[src/rtl/decode_pipe.sv]
// decode_pipe: single-stage instruction decoder with register file, two-word
// immediate instructions, write-through bypass and load-use hazard detection.
// Decoded fields and operands are presented in a registered output stage that
// can be held by a downstream stall or emptied by a flush.
module decode_pipe #(
    parameter int DATA_W  = 16,
    parameter int INSTR_W = 16,
    parameter int RA_W    = 3
) (
    input  logic               i_clk,
    input  logic               i_reset,
    input  logic [INSTR_W-1:0] i_instr,
    input  logic               i_instr_valid,
    output logic               o_ready,
    input  logic               i_stall,
    input  logic               i_flush,
    input  logic               i_wb_en,
    input  logic [RA_W-1:0]    i_wb_addr,
    input  logic [DATA_W-1:0]  i_wb_data,
    input  logic               i_ex_mem_read,
    input  logic [RA_W-1:0]    i_ex_rd,
    output logic               o_valid,
    output logic [2:0]         o_opcode,
    output logic [RA_W-1:0]    o_rd,
    output logic [RA_W-1:0]    o_rs,
    output logic [DATA_W-1:0]  o_data1,
    output logic [DATA_W-1:0]  o_data2,
    output logic [DATA_W-1:0]  o_imm,
    output logic               o_has_imm,
    output logic               o_hazard
);

    localparam int NREG     = 1 << RA_W;
    localparam int RD_LSB   = INSTR_W - 3 - RA_W;
    localparam int RS_LSB   = RD_LSB - RA_W;
    localparam int FLAG_BIT = RS_LSB - 1;

    typedef enum logic {
        S_OP  = 1'b0,
        S_IMM = 1'b1
    } state_t;

    // Register file
    logic [DATA_W-1:0] rf_q [NREG];

    // FSM and first-word latch of a two-word instruction
    state_t            state_q, state_d;
    logic [2:0]        lat_op_q, lat_op_d;
    logic [RA_W-1:0]   lat_rd_q, lat_rd_d;
    logic [RA_W-1:0]   lat_rs_q, lat_rs_d;

    // Output register
    logic              valid_q, valid_d;
    logic [2:0]        op_q, op_d;
    logic [RA_W-1:0]   rd_q, rd_d;
    logic [RA_W-1:0]   rs_q, rs_d;
    logic [DATA_W-1:0] data1_q, data1_d;
    logic [DATA_W-1:0] data2_q, data2_d;
    logic [DATA_W-1:0] imm_q, imm_d;
    logic              has_imm_q, has_imm_d;

    // Incoming word fields
    logic [2:0]        in_op;
    logic [RA_W-1:0]   in_rd;
    logic [RA_W-1:0]   in_rs;
    logic              in_flag;
    logic [DATA_W-1:0] imm_ext;

    // Source fields: incoming word when expecting a first word, latched otherwise
    logic [RA_W-1:0]   src_rd;
    logic [RA_W-1:0]   src_rs;
    logic [DATA_W-1:0] rd_data1;
    logic [DATA_W-1:0] rd_data2;
    logic              hazard;
    logic              ready;
    logic              accept;

    assign in_op   = i_instr[INSTR_W-1 -: 3];
    assign in_rd   = i_instr[RD_LSB +: RA_W];
    assign in_rs   = i_instr[RS_LSB +: RA_W];
    assign in_flag = i_instr[FLAG_BIT];

    // The immediate word is zero-extended or truncated to the operand width.
    generate
        if (DATA_W > INSTR_W) begin : g_imm_zext
            assign imm_ext = {{(DATA_W-INSTR_W){1'b0}}, i_instr};
        end else begin : g_imm_trunc
            assign imm_ext = i_instr[DATA_W-1:0];
        end
    endgenerate

    assign src_rd = (state_q == S_IMM) ? lat_rd_q : in_rd;
    assign src_rs = (state_q == S_IMM) ? lat_rs_q : in_rs;

    // A register being written this cycle is read as its new value.
    assign rd_data1 = (i_wb_en && (i_wb_addr == src_rd)) ? i_wb_data : rf_q[src_rd];
    assign rd_data2 = (i_wb_en && (i_wb_addr == src_rs)) ? i_wb_data : rf_q[src_rs];

    assign hazard = i_instr_valid & i_ex_mem_read &
                    ((i_ex_rd == src_rd) | (i_ex_rd == src_rs));
    assign ready  = ~i_stall & ~hazard & ~i_flush & ~i_reset;
    assign accept = i_instr_valid & ready;

    // Next-state and output-register values; everything holds by default
    always_comb begin
        state_d   = state_q;
        lat_op_d  = lat_op_q;
        lat_rd_d  = lat_rd_q;
        lat_rs_d  = lat_rs_q;
        valid_d   = valid_q;
        op_d      = op_q;
        rd_d      = rd_q;
        rs_d      = rs_q;
        data1_d   = data1_q;
        data2_d   = data2_q;
        imm_d     = imm_q;
        has_imm_d = has_imm_q;

        if (i_flush) begin
            // Redirect: drop both the output and any half-received instruction.
            valid_d = 1'b0;
            state_d = S_OP;
        end else if (!i_stall) begin
            // Without a completed instruction the output register takes a bubble.
            valid_d = 1'b0;
            if (accept) begin
                if (state_q == S_OP) begin
                    if (in_flag) begin
                        lat_op_d = in_op;
                        lat_rd_d = in_rd;
                        lat_rs_d = in_rs;
                        state_d  = S_IMM;
                    end else begin
                        valid_d   = 1'b1;
                        op_d      = in_op;
                        rd_d      = in_rd;
                        rs_d      = in_rs;
                        data1_d   = rd_data1;
                        data2_d   = rd_data2;
                        imm_d     = '0;
                        has_imm_d = 1'b0;
                    end
                end else begin
                    valid_d   = 1'b1;
                    op_d      = lat_op_q;
                    rd_d      = lat_rd_q;
                    rs_d      = lat_rs_q;
                    data1_d   = rd_data1;
                    data2_d   = rd_data2;
                    imm_d     = imm_ext;
                    has_imm_d = 1'b1;
                    state_d   = S_OP;
                end
            end
        end
    end

    // FSM, first-word latch and output register update
    always_ff @(posedge i_clk) begin
        if (i_reset) begin
            state_q   <= S_OP;
            lat_op_q  <= '0;
            lat_rd_q  <= '0;
            lat_rs_q  <= '0;
            valid_q   <= 1'b0;
            op_q      <= '0;
            rd_q      <= '0;
            rs_q      <= '0;
            data1_q   <= '0;
            data2_q   <= '0;
            imm_q     <= '0;
            has_imm_q <= 1'b0;
        end else begin
            state_q   <= state_d;
            lat_op_q  <= lat_op_d;
            lat_rd_q  <= lat_rd_d;
            lat_rs_q  <= lat_rs_d;
            valid_q   <= valid_d;
            op_q      <= op_d;
            rd_q      <= rd_d;
            rs_q      <= rs_d;
            data1_q   <= data1_d;
            data2_q   <= data2_d;
            imm_q     <= imm_d;
            has_imm_q <= has_imm_d;
        end
    end

    // Register file write port; reset clears every entry and blocks writes
    always_ff @(posedge i_clk) begin
        if (i_reset) begin
            for (int i = 0; i < NREG; i++) begin
                rf_q[i] <= '0;
            end
        end else if (i_wb_en) begin
            rf_q[i_wb_addr] <= i_wb_data;
        end
    end

    assign o_ready   = ready;
    assign o_hazard  = hazard;
    assign o_valid   = valid_q;
    assign o_opcode  = op_q;
    assign o_rd      = rd_q;
    assign o_rs      = rs_q;
    assign o_data1   = data1_q;
    assign o_data2   = data2_q;
    assign o_imm     = imm_q;
    assign o_has_imm = has_imm_q;

endmodule

[config.mk]
export PLATFORM = sky130hd
export DESIGN_NAME = decode_pipe
export DESIGN_NICKNAME = d
export VERILOG_FILES = /design/src/rtl/decode_pipe.sv
export SDC_FILE = /design/constraint.sdc
export NUM_CORES = 1
export LEC_CHECK = 0
export CORE_UTILIZATION = 35
export DETAILED_ROUTE_END_ITERATION = 8
export PLACE_DENSITY_LB_ADDON = 0.1
export SLEW_MARGIN = 20
export SYNTH_ARGS = -nofsm -noshare
export SYNTH_HDL_FRONTEND = slang
export SYNTH_SLANG_ARGS = --single-unit
export TNS_END_PERCENT = 20
[constraint.sdc]
create_clock -name i_clk -period 6.8 [get_ports i_clk]
set_input_delay 1.02 -clock i_clk [delete_from_list [all_inputs] [get_ports i_clk]]
set_output_delay 1.02 -clock i_clk [all_outputs]
set_load 0.01 [all_outputs]
* Yosys cells after proc, flatten, opt, wreduce, memory -nomap -nowiden *
Memory sizes are Yosys's and may differ from the RTL's.
Index checks and enable logic that the tools add are counted.

storage, ports and cells
  register bits = 69
  memories kept = 1
  input port bits = 45
  memory bits (writable) = 128
  output and inout port bits = 61

operators by class
  bitwise logic cells = 12
  eq/ne operators = 5
  reductions and logical operators = 7
  multiplexer cells = 31

memory list
  memory  depth  bits a word  rd ports  clocked after memory_dff  wr ports  RTL line  text
  rf_q    8      16           2         0                         8         44        logic [DATA_W-1:0] rf_q [NREG];

operators by type and width
  operator                                               number
  2-to-1 mux 16 bit                                      9
  2-to-1 mux 3 bit                                       9
  OR reduction 16 bit                                    1
  2-to-1 mux 1 bit                                       13
  equality test 3 bit                                    4
  bitwise AND 1 bit                                      6
  NOT 1 bit                                              5
  AND reduction 5 bit                                    1
  AND reduction 4 bit                                    1
  logical AND 1 bit                                      2
  inequality test 2 x 1 -> 1 bit, second input constant  1
  AND reduction 2 bit                                    1
  OR reduction 2 bit                                     1
  bitwise OR 1 bit                                       1

* Depth between registers and ports, before layout *
  depth after elaboration = 10
  mapped depth = 11
  mapped depth without buffers = 6

* Worst setup path before layout *
Ideal clock, no wire load.

  kind = input to output
  start point = input port i_instr[7]
  end point = output port o_ready
  stages = 7
  arrival time = 2.424 ns
  required time = 5.780 ns
  path slack = 3.356 ns
  cell sequence = mux2_1 > buf_4 > xnor2_1 > and4_1 > buf_2 > o21a_1 > nor4_1

on the way
  cells in the longest elaborated chain, start to end = 8

RTL lines
  element                         RTL line  text
  start, declared                 12        input logic [INSTR_W-1:0] i_instr,
  2-to-1 mux 3 bit                93        assign src_rs = (state_q == S_IMM) ? lat_rs_q : in_rs;
  equality test 3 bit             100       ((i_ex_rd == src_rd) | (i_ex_rd == src_rs));
  bitwise OR 1 bit                100
  bitwise AND 1 bit               99        assign hazard = i_instr_valid & i_ex_mem_read &
  via o_hazard                    30        output logic o_hazard
  NOT 1 bit                       101       assign ready = ~i_stall & ~hazard & ~i_flush & ~i_reset;
  bitwise AND 1 bit (3 in a row)  101
  end, declared                   14        output logic o_ready,

The timed path passes the listed nets, and every way through them passes these cells.

* Worst setup path after layout *
  start point = input port i_instr[9]
  end point = output port o_ready

on the way
  cells in the longest elaborated chain, start to end = 8

RTL lines
  element                         RTL line
  2-to-1 mux 3 bit                93
  equality test 3 bit             100
  bitwise OR 1 bit                100
  bitwise AND 1 bit               99
  NOT 1 bit                       101
  bitwise AND 1 bit (3 in a row)  101

Every way passes these cells.

==> results.py <==
metrics = {
    "outcome": {
        "status": "finished clean",
    },
    "cts": {
        "cts_tree": "done",
        "cts_root_buf": "clkbuf_16",
        "hold_buffers": 0,
        "clkLatencyLatePin_ps": 450,
        "cts_resized": 0,
        "cts_buffer_depth": 2,
        "htreeDepth": 4,
        "path_clk_slew_ps": 70,
        "cts_setup_buffers": 0,
        "cts_made_buffers": 17,
        "cts_num_sinks": 197,
    },
    "global_route": {
        "grt_first_pass_wirelength_um": 48500,
        "track_usage_pct": 23.1,
        "grt.met2_usage_pct": 39.4,
        "grt_pass1_vias": 7640,
        "grt_util_met3_pct": 3.75,
        "antenna_found_initial": 1,
        "grt-ovfl-total": 0,
        "grt_max_degree": 65,
        "grtUsageMet1_pct": 30.0,
        "busiest_layer": "met2",
    },
    "pwr": {
        "p_leak_uw": 0.00417,
        "cellPowerDensity_nw_per_um2": 229,
        "ir_drop_mv": 0.179,
        "switchingPower_uw": 738,
        "cellInternalPower_uw": 1990,
        "switching_share_pct": 27.0,
        "pwr-share-comb_pct": 12.2,
        "pwr-share-seq_pct": 49.7,
        "clkPwrFrac_pct": 38.1,
    },
    "placed_design": {
        "gp_congestion": 0.796,
        "port_buffers": 105,
        "dpl.hpwl_um": 19100,
    },
    "worst_hold_path": {
        "hold_class": "reg2reg",
        "min_delay_path_depth": 2,
        "whs_endpoint": "o_imm[1]",
        "worstHoldStart": "o_imm[1]",
    },
    "floorplanning": {
        "num_rows": 60,
        "die_area_um2": 28800,
        "dieHeight_um": 170,
        "top_level_ports": 106,
        "initial_core_util_pct": 36.1,
        "die-width_um": 170,
        "core_region_area_um2": 27300,
    },
    "sta": {
        "setup-tns-final_ps": 0,
        "worst_pin_slew_ps": 1060,
        "fin_crit_sh_pct": 66.0,
        "rsz0062_at_grt": "no",
        "finClkSkew_ps": 20.6,
        "min_period_ps": 4490,
        "finalSetupViolCount": 0,
        "hold_viol_final": 0,
        "max_slew_margin_pct": 29.1,
        "drv_slew": 0,
        "fmax_mhz": 223,
    },
    "route": {
        "dr.pass1.iters": 5,
        "wl_per_cell_um": 22.3,
        "via_per_inst": 5.41,
        "num_vias": 7982,
        "ant_nets": 0,
        "drtIter0Drc": 666,
        "drt_wl_total_um": 32900,
        "drc": 0,
    },
    "cells_and_area": {
        "syn_to_final_growth_pct": 21.5,
        "final-seq-area_um2": 5230,
        "drive_gt1_share_pct": 7.89,
        "multi_input_area_um2": 4400,
        "final_util_pct": 43.8,
        "fill_cells": 2644,
        "nets": 1135,
    },
    "yosys": {
        "synth_fp_nets": 1064,
        "yosysWarnings": 0,
        "synth_area_um2": 9830,
        "synth_edf_count": 128,
        "synth_seq_cells": 197,
        "synth.yosys.seq_area_share_pct": 53.2,
        "synth_cell_types": 44,
        "synth_cells": 1019,
        "syn_avg_cell_area_um2": 9.65,
        "yosys.area.top_type": "edfxtp_1",
        "synth-async-reset-ratio_pct": 0,
        "synth_top_area_share_pct": 39.1,
        "yosys-top-cells-area": "edfxtp_1 39%, dfxtp_1 14%, and2_1 8.1%",
        "synthFlopType": "edfxtp_1",
    },
    "critical_path": {
        "path_max_fanout": 6,
        "end_kind": "output pin",
        "rrSetupSlack_ps": 3020,
        "ff2ff_path_depth": 7,
        "crit_type": "in2out",
        "start_kind": "input port",
        "r2r_start": "state_q",
        "r2r-end": "o_data1[3]",
        "crit_required_ps": 5780,
        "cp_data_arrival_time_ps": 3470,
    },
    "flow_run": {
        "max-cap-violations": 0,
    },
}
final cells by class:
cell class,instances,share of cell area [%]
Inverter,5,0.157
Clock inverter,11,0.838
Multi-Input combinational cell,740,36.8
Tap cell,372,3.90
Timing Repair Buffer,129,10.3
Sequential cell,197,43.8
Clock buffer,21,4.22
Antenna cell,1,0.0210
cells by family (layout without fill, tap and decap cells):
kind of cell | count (synthesis) | after routing | synth area share [%]
AO/OA/AOI/OAI | 136 | 136 | 9.56
XOR/XNOR | 12 | 12 | 1.07
buffers and inverters | 82 | 166 | 3.54
flip-flops | 197 | 197 | 53.2
multiplexers | 53 | 53 | 5.55
other | 0 | 1 | 0
AND/OR/NAND/NOR | 539 | 539 | 27.1
per-stage QoR:
step / cells / hold WS (ps) / worst slack, ps / power (µW) / area [µm²]
global placement: 1442 / 437 / 2280 / 1720 / 11300
CTS: 1474 / 454 / 2290 / 2760 / 11900
detailed placement: 1442 / 442 / 2290 / 1720 / 11300
floorplan: 1019 / 460 / 3360 / 1560 / 9830
global route: 1475 / 472 / 2150 / 2840 / 11900
finish: 1476 / 450 / 2310 / 2730 / 11900
critical path: stages:
cell	delay (ps)
clkdlybuf4s50_1	580
mux2i_1	500
xor2_1	110
and4_1	300
o21a_1	220
nor4_1	160
clkdlybuf4s50_1	580
placed cells by master (no fill, tap or decap), drive strengths merged, types with 2 or more instances in the layout:
cell type      instances
a211oi                40
a21oi                 49
a32oi                 31
and2                 128
and4                   2
buf                   25
clkbuf                21
clkdlybuf4s50        104
clkinv                 2
clkinvlp               3
dfxtp                 69
edfxtp               128
inv                   11
mux2                   2
mux2i                 50
nand2                209
nand2b                 5
nand3                 78
nand4                 31
nor2                  57
nor2b                  3
nor3                   5
nor4                   2
nor4b                  4
o21ai                  2
o22ai                  2
o32ai                  7
or2                    8
or4b                   3
xnor2                  8
xor2                   4
worst max path at each step:
| stage | from | endpoint | slack (ps) | cells after the start |
|---|---|---|---|---|
| floorplan | i_instr[7] | o_ready | 3360 | 7 |
| global placement | i_instr[8] | o_ready | 2280 | 7 |
| detailed placement | i_instr[9] | o_ready | 2290 | 7 |
| CTS | i_instr[9] | o_ready | 2290 | 7 |
| global route | i_instr[8] | o_ready | 2150 | 7 |
| finish | i_instr[9] | o_ready | 2310 | 7 |
power by group through the flow:
stage	Clock [µW]	Sequential (µW)	Combinational, µW
after floorplan	0	1380	183
after global placement	0	1380	331
after detailed placement	0	1390	333
after CTS	1070	1360	333
after global routing	1110	1370	359
final	1040	1360	332
metal layers:
layer / vias up / part of all wire [%]
met3: 39 / 5.8
met2: 317 / 49
met4: 0 / 1.6
met5: - / 0
met1: 3863 / 44
li1: 3763 / -
state kept, by name, indices dropped and copies added, names as in the netlist:
register and flops:
lat_rs_q 3, o_rs 3, o_data2 16, rf_q 128
o_opcode 3, o_rd 3, o_data1 16, o_valid 1
o_has_imm 1, o_imm 16, lat_op_q 3, state_q 1
lat_rd_q 3
cells in the mapped netlist (2+ instances only):
library cell and instances:
clkbuf_1 57, a21oi_1 49, buf_2 14, buf_4 2, or4b_2 3, nor3_1 5, nor2b_1 3, a211oi_1 40
edfxtp_1 128, nor4b_2 2, or2_2 8, o21ai_0 2, and4_1 2, buf_1 2, a32oi_1 31, nand3_1 78
o32ai_1 7, nand4_1 31, xnor2_1 8, nand2_1 209, nor4b_1 2, buf_6 2, mux2i_1 50, nand2b_1 5
nor2_1 57, inv_1 5, o22ai_1 2, dfxtp_1 69, xor2_1 4, and2_1 128
Note: power is estimated with default switching activity, not from simulation.
